--- src/rtl/prv32_div_unit.sv ---
// prv32_div_unit: iterative restoring divider for DIV/DIVU/REM/REMU.
// One subtract-and-compare per cycle; sign correction in a final FIX cycle.
// Divide-by-zero and signed overflow results are resolved at operand capture.
module prv32_div_unit #(
  parameter int W         = 32,
  parameter bit FAST_SPCL = 1'b1
) (
  input  logic         clk,
  input  logic         rst_n,
  input  logic         start,
  input  logic [1:0]   op,
  input  logic [W-1:0] a,
  input  logic [W-1:0] b,
  input  logic         kill,
  output logic         busy,
  output logic         done,
  output logic [W-1:0] r
);

  localparam int CW = $clog2(W);
  localparam logic [W-1:0] MIN_NEG = {1'b1, {(W-1){1'b0}}};

  typedef enum logic [1:0] {S_IDLE, S_CALC, S_FIX, S_DONE} state_t;

  state_t         state_reg, state_next;
  logic [CW-1:0]  cnt_reg;
  logic [W-1:0]   rem_reg, quo_reg, dvs_reg, r_reg, spcl_val_reg;
  logic           op_rem_reg, sa_reg, sb_reg, spcl_reg;

  // Operand pre-processing for the capture edge (signs only count for signed ops)
  logic           sign_a, sign_b, b_zero, ovf, spcl_now, fast, accept;
  logic [W-1:0]   mag_a, mag_b, spcl_val_now;

  assign sign_a       = ~op[0] & a[W-1];
  assign sign_b       = ~op[0] & b[W-1];
  assign mag_a        = sign_a ? (~a + 1'b1) : a;
  assign mag_b        = sign_b ? (~b + 1'b1) : b;
  assign b_zero       = (b == '0);
  assign ovf          = ~op[0] & (a == MIN_NEG) & (b == '1);
  assign spcl_now     = b_zero | ovf;
  // b==0: quotient all-ones, remainder = dividend; overflow: quotient MIN, remainder 0
  assign spcl_val_now = b_zero ? (op[1] ? a : '1) : (op[1] ? '0 : MIN_NEG);
  assign fast         = FAST_SPCL & spcl_now;
  assign accept       = ((state_reg == S_IDLE) || (state_reg == S_DONE)) & start & ~kill;

  // One restoring step: shift next dividend bit into the partial remainder and trial-subtract
  logic [W-1:0]   rem_s;
  logic [W:0]     trial;
  logic [W-1:0]   quo_fix, rem_fix, result_fix;

  assign rem_s      = {rem_reg[W-2:0], quo_reg[W-1]};
  assign trial      = {1'b0, rem_s} - {1'b0, dvs_reg};
  assign quo_fix    = (sa_reg ^ sb_reg) ? (~quo_reg + 1'b1) : quo_reg;
  assign rem_fix    = sa_reg ? (~rem_reg + 1'b1) : rem_reg;
  assign result_fix = spcl_reg ? spcl_val_reg : (op_rem_reg ? rem_fix : quo_fix);

  // State register
  always_ff @(posedge clk or negedge rst_n) begin
    if (!rst_n) state_reg <= S_IDLE;
    else        state_reg <= state_next;
  end

  // Next-state logic; kill overrides everything including a same-edge start
  always_comb begin
    state_next = state_reg;
    if (kill) begin
      state_next = S_IDLE;
    end else begin
      case (state_reg)
        S_IDLE:  if (start) state_next = fast ? S_DONE : S_CALC;
        S_CALC:  if (cnt_reg == '0) state_next = S_FIX;
        S_FIX:   state_next = S_DONE;
        S_DONE:  state_next = start ? (fast ? S_DONE : S_CALC) : S_IDLE;
        default: state_next = S_IDLE;
      endcase
    end
  end

  // Outputs decoded from state so busy and done are mutually exclusive
  always_comb begin
    busy = 1'b0;
    done = 1'b0;
    case (state_reg)
      S_CALC:  busy = 1'b1;
      S_FIX:   busy = 1'b1;
      S_DONE:  done = 1'b1;
      default: ;
    endcase
  end

  assign r = r_reg;

  // Datapath: operand capture, iteration, and result register (written only when entering DONE)
  always_ff @(posedge clk or negedge rst_n) begin
    if (!rst_n) begin
      cnt_reg      <= '0;
      rem_reg      <= '0;
      quo_reg      <= '0;
      dvs_reg      <= '0;
      r_reg        <= '0;
      spcl_val_reg <= '0;
      op_rem_reg   <= 1'b0;
      sa_reg       <= 1'b0;
      sb_reg       <= 1'b0;
      spcl_reg     <= 1'b0;
    end else if (accept) begin
      cnt_reg      <= CW'(W - 1);
      rem_reg      <= '0;
      quo_reg      <= mag_a;
      dvs_reg      <= mag_b;
      spcl_val_reg <= spcl_val_now;
      op_rem_reg   <= op[1];
      sa_reg       <= sign_a;
      sb_reg       <= sign_b;
      spcl_reg     <= spcl_now;
      if (fast) r_reg <= spcl_val_now;
    end else if (!kill) begin
      if (state_reg == S_CALC) begin
        cnt_reg <= cnt_reg - 1'b1;
        quo_reg <= {quo_reg[W-2:0], ~trial[W]};
        rem_reg <= trial[W] ? rem_s : trial[W-1:0];
      end else if (state_reg == S_FIX) begin
        r_reg <= result_fix;
      end
    end
  end

endmodule

--- config.mk ---
export PLATFORM = sky130hd
export DESIGN_NAME = prv32_div_unit
export DESIGN_NICKNAME = d
export VERILOG_FILES = /design/src/rtl/prv32_div_unit.sv
export SDC_FILE = /design/constraint.sdc
export NUM_CORES = 1
export LEC_CHECK = 0
export ABC_CLOCK_PERIOD_IN_PS = 3480
export BUFFER_PORTS_ARGS = -buffer_cell sky130_fd_sc_hd__buf_2
export CORE_MARGIN = 2
export CORE_UTILIZATION = 45
export CTS_BUF_LIST = sky130_fd_sc_hd__clkbuf_2
export CTS_CLUSTER_DIAMETER = 30
export DETAILED_ROUTE_END_ITERATION = 10
export GPL_ROUTABILITY_DRIVEN = 0
export PLACE_DENSITY = 0.65
export SETUP_SLACK_MARGIN = 0.4
export SLEW_MARGIN = 20
export SYNTH_ARGS = -nofsm -noshare
export SYNTH_HDL_FRONTEND = slang
export SYNTH_SLANG_ARGS = --single-unit
--- constraint.sdc ---
create_clock -name clk -period 3.48 [get_ports clk]
set_input_delay 0.87 -clock clk [delete_from_list [all_inputs] [get_ports clk]]
set_output_delay 0.87 -clock clk [all_outputs]
set_load 0.02 [all_outputs]
==> metrics, run 1 <==
status=finished, final reports clean; Post-DRT Antenna Nets=0; DRT Wirelength=37.7 mm; Post-Place Cells=1,943; Slew @ Worst Pin=1.03 ns; FF-to-FF setup slack=0.47 ns; Avg Inst Size Synth=7.98 sq um; ys async rst share=1.00; sw power=4.67 mW; clock sink count=171; Clock Tree Root=clkbuf_2; Post-DP HPWL=28.0 mm; Post-synth EDFFs=0; Reg power frac=0.326; RSZ-0062 raised after global routing=yes; total die area=28,600 sq um; Net Count, Synth=1,653; Rows=60; post-synthesis cell area=12,300 sq um; Fmax achieved=332 MHz; ys flop type=dfrtp_1; CTS clk-pin slew, worst paths=0.29 ns; grt ovf=0; CP dominant cell by count=o21ai_2; FF+latch count, synth=171; die width=169 um; setup TNS=0 ns; Period Utilization, post-route=0.865; Synth cell types=75; max cap viols=0; Initial Utilization=0.457; Clk Latency, worst-skew pair=0.83 ns; CTS max path bufs=2; largest net degree at the start of global routing=172; Fillers=2,660; Max FO, Critical Path=21; initial antenna violation count=2; Hold Vio Cnt, Final=0; Worst setup EP type=flip-flop; GRT busiest layer=met2; first-pass GRT wire length=59.9 mm; required time of the critical path=4.24 ns; Seq/Total Area, Yosys=0.348; FF/Latch Area=4280 sq um; GR Util met3=0.0396; Fin Clk Skew=0.0528 ns; nets=1,741; CTS Buf Count=17; switching share of power=0.497; via count=11,800; HP Class=input port to asynchronous set/reset pin; YS warnings=0; first drt pass iteration count=5; Power per Cell Area=682 nW/um^2; H-tree Lvls=4; Max stage delay on crit path=0.52 ns; peak supply drop=0.250 mV; Cell Int Power=4.72 mW; layout cells sized above 1=0.151; CTS tree=done; GRT Total Usage=0.264; critical path class=flip-flop to flip-flop; Vias/cell=5.98; CORE AREA=26,900 sq um; Die H=169 um; Comb power frac=0.550; met1 global-route usage=0.364; Tmin final=3.01 ns; Slew headroom=0.316; Final setup viols=0; io pins=104; # DRC=0; Clock Power Share=0.124; Gate Count Post-Synth=1,539; multi-input logic area=7520 sq um; slowest CP cell=o41a_1; Final Non-Filler Cells=1,982; CP Launch Type=flip-flop; vias in the first global route=10,900; Crit path arrival time=3.77 ns; crit-path cells=inv_1 > ha_2 > fa_2 > nand2b_4 > a21oi_4 > o21ai_2 > o21ai_2 > a21oi_2 > o41a_1 > buf_6 > buf_16 > o21ai_0 > a22o_1; routed len/inst=19.0 um; Max Slew Vio Count=0; met2 Resource Use GR=0.429; leakage=6.21 nW; Synth-to-Final Area Change=12.1%; DR iter-0 viols=1,071; # port buffers=103
cells in the final DEF, fill, tap and decap left out, types with 14 or more instances in the layout:
| master | netlist | final |
|---|---|---|
| nor3_1 | 30 | 30 |
| nand4_1 | 18 | 18 |
| clkbuf_2 | 1 | 17 |
| nand2b_1 | 21 | 20 |
| ha_1 | 43 | 40 |
| a21o_1 | 15 | 14 |
| buf_2 | 10 | 102 |
| o21ai_0 | 160 | 156 |
| inv_1 | 65 | 65 |
| nand2_1 | 208 | 208 |
| o211ai_1 | 14 | 14 |
| a31oi_1 | 17 | 16 |
| o21ai_1 | 36 | 38 |
| xnor2_1 | 68 | 68 |
| nor2_1 | 126 | 124 |
| xor2_1 | 81 | 81 |
| buf_4 | 0 | 52 |
| dfrtp_1 | 171 | 167 |
| or3_1 | 18 | 18 |
| a21oi_1 | 116 | 114 |
| nand3_1 | 28 | 28 |
| o31ai_1 | 36 | 35 |
final timing paths:
path / from / depth (start not counted) / end
max: quo_reg[31]$_DFFE_PN0P_ / 13 / rem_reg[0]$_DFFE_PN0P_
max reg2reg: quo_reg[31]$_DFFE_PN0P_ / 13 / rem_reg[0]$_DFFE_PN0P_
min in group clk: b[20] / 3 / dvs_reg[20]$_DFFE_PN0P_
max in group asynchronous: rst_n / 2 / r[0]$_DFFE_PN0P_
min reg2reg: dvs_reg[17]$_DFFE_PN0P_ / 2 / dvs_reg[17]$_DFFE_PN0P_
min: rst_n / 2 / quo_reg[7]$_DFFE_PN0P_
stage by stage:
step                      power [mW]  cell area (sq um)  hold slack (ns)  worst slack [ns]   util
after floorplan                 6.53              12300            0.445             0.472      -
after global placement          8.02              13400            0.458             0.123  0.497
after detailed placement        8.10              13400            0.466            0.0304  0.497
after CTS                       9.28              13700            0.171             0.423  0.509
after global routing            10.1              13800            0.186             0.349  0.512
final                           9.39              13800           0.0900             0.471  0.512
power by group through the flow:
stage / Clock (mW) / Sequential [mW] / Combinational (mW)
after floorplan: 0 / 3.05 / 3.48
after global placement: 0 / 3.06 / 4.96
after detailed placement: 0 / 3.07 / 5.03
after CTS: 1.18 / 3.03 / 5.06
after global routing: 1.26 / 3.13 / 5.71
final: 1.16 / 3.06 / 5.17
routing by layer:
metal	share of wire	wire length, um	vias to the layer above
li1	-	-	5637
met1	0.45	16800	5662
met2	0.46	17500	487
met3	0.065	2470	60
met4	0.025	957	0
met5	0	0	-
kinds of logic after synthesis:
| group | synth area share |
|---|---|
| DFF | 0.348 |
| buffers and inverters | 0.0494 |
| AOI/OAI and AO/OA | 0.248 |
| and+or+nand+nor | 0.196 |
| adders and majority gates | 0.0454 |
| xor gates and xnor gates | 0.106 |
| muxes | 0.00611 |
area by class of cell:
cell class	instances	area share
Antenna cell	1	0.000182
Multi-Input combinational cell	1211	0.546
Clock buffer	17	0.00618
Inverter	65	0.0177
Timing Repair Buffer	161	0.0749
Clock inverter	15	0.0127
Tap cell	341	0.0310
Sequential cell	171	0.311
synth_stat cells (all sizes together), types with 22 or more instances:
cell type  count  share of area
inv           65          0.020
nor3          33          0.015
xnor2         68          0.048
nand2b        22          0.012
nand2        210          0.065
xor2          81          0.058
nor2         130          0.042
nand3         29          0.012
o21ai        196          0.080
o31ai         37          0.023
ha            43          0.044
a21oi        116          0.047
dfrtp        171           0.35
clkbuf        78          0.024
worst max-delay path: cells and delay by family, from the launching register on:
| family | cells | cell delay [ns] |
|---|---|---|
| buf+inv | 3 | 0.41 |
| fa+ha+maj | 2 | 0.56 |
| simple gates | 1 | 0.17 |
| compound gates | 7 | 1.43 |
| flops | 1 | 0.41 |
what timing repair did:
item	in CTS	in global routing
gates resized for setup	6	20
pin swaps	3	5
hold buffers	0	0
setup endpoints to repair	33	34
buffers inserted	1	3
gates cloned	1	1
(Power assumes the default switching activity.)
==> run 2: changes to the inputs <==
--- a/constraint.sdc
+++ b/constraint.sdc
@@ -3,2 +3,2 @@
 set_output_delay 0.87 -clock clk [all_outputs]
-set_load 0.02 [all_outputs]
+set_load 0.1 [all_outputs]
==> run 2 against run 1 <==
  * Sequential power barely moved
  * Global-route usage did not move
  * Final area barely moved
  * Wire length barely moved
  * Clock power about the same
  * Non-clock buffer count unchanged
  * Total power increased by 9.1%
  * Critical path depth unchanged
  * Sequential cell count stayed put
  * Die area is the same
  * Largest cell class unchanged
==> metrics, run 2 (synthesis gave the netlist of run 1 again) <==
status=finished, final reports clean; CP dominant cell by count=o21ai_2; Period Utilization, post-route=0.865; CTS tree=done; Max stage delay on crit path=0.52 ns; Worst setup EP type=flip-flop; routed len/inst=19.0 um; CTS max path bufs=2; Crit path arrival time=3.78 ns; critical path class=flip-flop to flip-flop; DR iter-0 viols=1,143; DRT Wirelength=37.7 mm; Die H=169 um; clock sink count=171; Post-DRT Antenna Nets=0; Slew headroom=0.320; via count=11,800; Max FO, Critical Path=21; CORE AREA=26,900 sq um; # DRC=0; Power per Cell Area=744 nW/um^2; max cap viols=0; Initial Utilization=0.457; GRT Total Usage=0.264; Hold Buf Count CTS=0; RSZ-0062 raised after global routing=yes; Clk Latency, worst-skew pair=0.84 ns; peak supply drop=0.299 mV; Placed Area=13,400 sq um; vias in the first global route=10,900; Final setup viols=0; setup TNS=0 ns; slowest CP cell=o41a_1; largest net degree at the start of global routing=172; H-tree Lvls=4; first drt pass iteration count=6; first-pass GRT wire length=59.9 mm; Hold Vio Cnt, Final=0; HP Class=input port to asynchronous set/reset pin; post-route design area=13,800 sq um; Vias/cell=5.97; WHS=0.0893 ns; leading cell type in the layout, fill and taps excluded=nand2_1; die width=169 um; required time of the critical path=4.25 ns; # port buffers=103; worst setup margin=0.471 ns; leakage=6.21 nW; Max Slew Vio Count=0; Fmax achieved=332 MHz; CTS Buf Count=17; Clock Tree Root=clkbuf_2; initial antenna violation count=2; Tmin final=3.01 ns; grt ovf=0; CP Launch Type=flip-flop; nets=1,741; io pins=104; Final Power=10.2 mW; crit-path cells=inv_1 > ha_2 > fa_2 > nand2b_4 > a21oi_4 > o21ai_2 > o21ai_2 > a21oi_2 > o41a_1 > buf_6 > buf_16 > o21ai_0 > a22o_1; CTS clk-pin slew, worst paths=0.29 ns; Post-DP HPWL=28.0 mm; Rows=60; layout cells sized above 1=0.151; total die area=28,600 sq um; dpl ws=0.0304 ns; Slew @ Worst Pin=1.02 ns; commonest non-fill, non-tap cells in the layout=nand2_1, dfrtp_1, o21ai_0; Synth-to-Final Area Change=12.1%; Fin Clk Skew=0.0532 ns
run 2: cell types whose count changed in the layout (fill, tap and decap cells not counted), sizes merged:
cell    change
clkbuf      +1
buf         -1
run 2: layer usage:
| metal | vias to the layer above | global-route usage | share of wire |
|---|---|---|---|
| met5 | - | 0 | 0 |
| met4 | 0 | 0.0862 | 0.027 |
| li1 | 5640 | - | - |
| met1 | 5645 | 0.364 | 0.44 |
| met3 | 72 | 0.0396 | 0.068 |
| met2 | 479 | 0.429 | 0.46 |
run 2: critical path, delay by kind of cell (launching register included):
kind                     cells  cell delay [ns]
AO/OA/AOI/OAI                7             1.43
adder cells (fa/ha/maj)      2             0.56
buffers and inverters        3             0.41
flip-flops                   1             0.41
AND/OR/NAND/NOR              1             0.17
run 2: area by class of cell:
class	instances	area, sq um
fillers	2663	13100
multi-input cells	1211	7520
flip-flops and latches	171	4280
repair buffers	161	1030
well taps	341	427
inverters	65	244
clock inverters	15	175
clock buffers	17	85.1
diodes	1	2.50
run 2: stage by stage:
| stage | util | cells |
|---|---|---|
| global route | 0.512 | 1982 |
| floorplan | - | 1539 |
| detailed placement | 0.497 | 1943 |
| global placement | 0.497 | 1943 |
| CTS | 0.509 | 1977 |
| finish | 0.512 | 1982 |
run 2: power breakdown:
group | total (mW) | switching, mW | internal, mW
combinational | 6.02 | 4.12 | 1.90
clock | 1.17 | 0.861 | 0.305
sequential | 3.06 | 0.544 | 2.51
run 2: what timing repair did:
item / CTS / global route
resized for setup: 6 / 22
pin swaps: 3 / 5
cloned: 1 / 1
setup endpoints to repair: 33 / 35
buffers inserted: 1 / 3
run 2: final timing paths:
kind | from | end | slack (ns) | cells past startpoint
worst max-delay path | quo_reg[31]$_DFFE_PN0P_ | rem_reg[0]$_DFFE_PN0P_ | 0.47 | 13
max in group asynchronous | rst_n | rem_reg[0]$_DFFE_PN0P_ | 2.61 | 2
min in group clk | b[20] | dvs_reg[20]$_DFFE_PN0P_ | 0.31 | 3
worst min register to register | r[30]$_DFFE_PN0P_ | r[30]$_DFFE_PN0P_ | 0.51 | 2
worst min-delay path | rst_n | quo_reg[7]$_DFFE_PN0P_ | 0.09 | 2
worst max register to register | quo_reg[31]$_DFFE_PN0P_ | rem_reg[0]$_DFFE_PN0P_ | 0.47 | 13
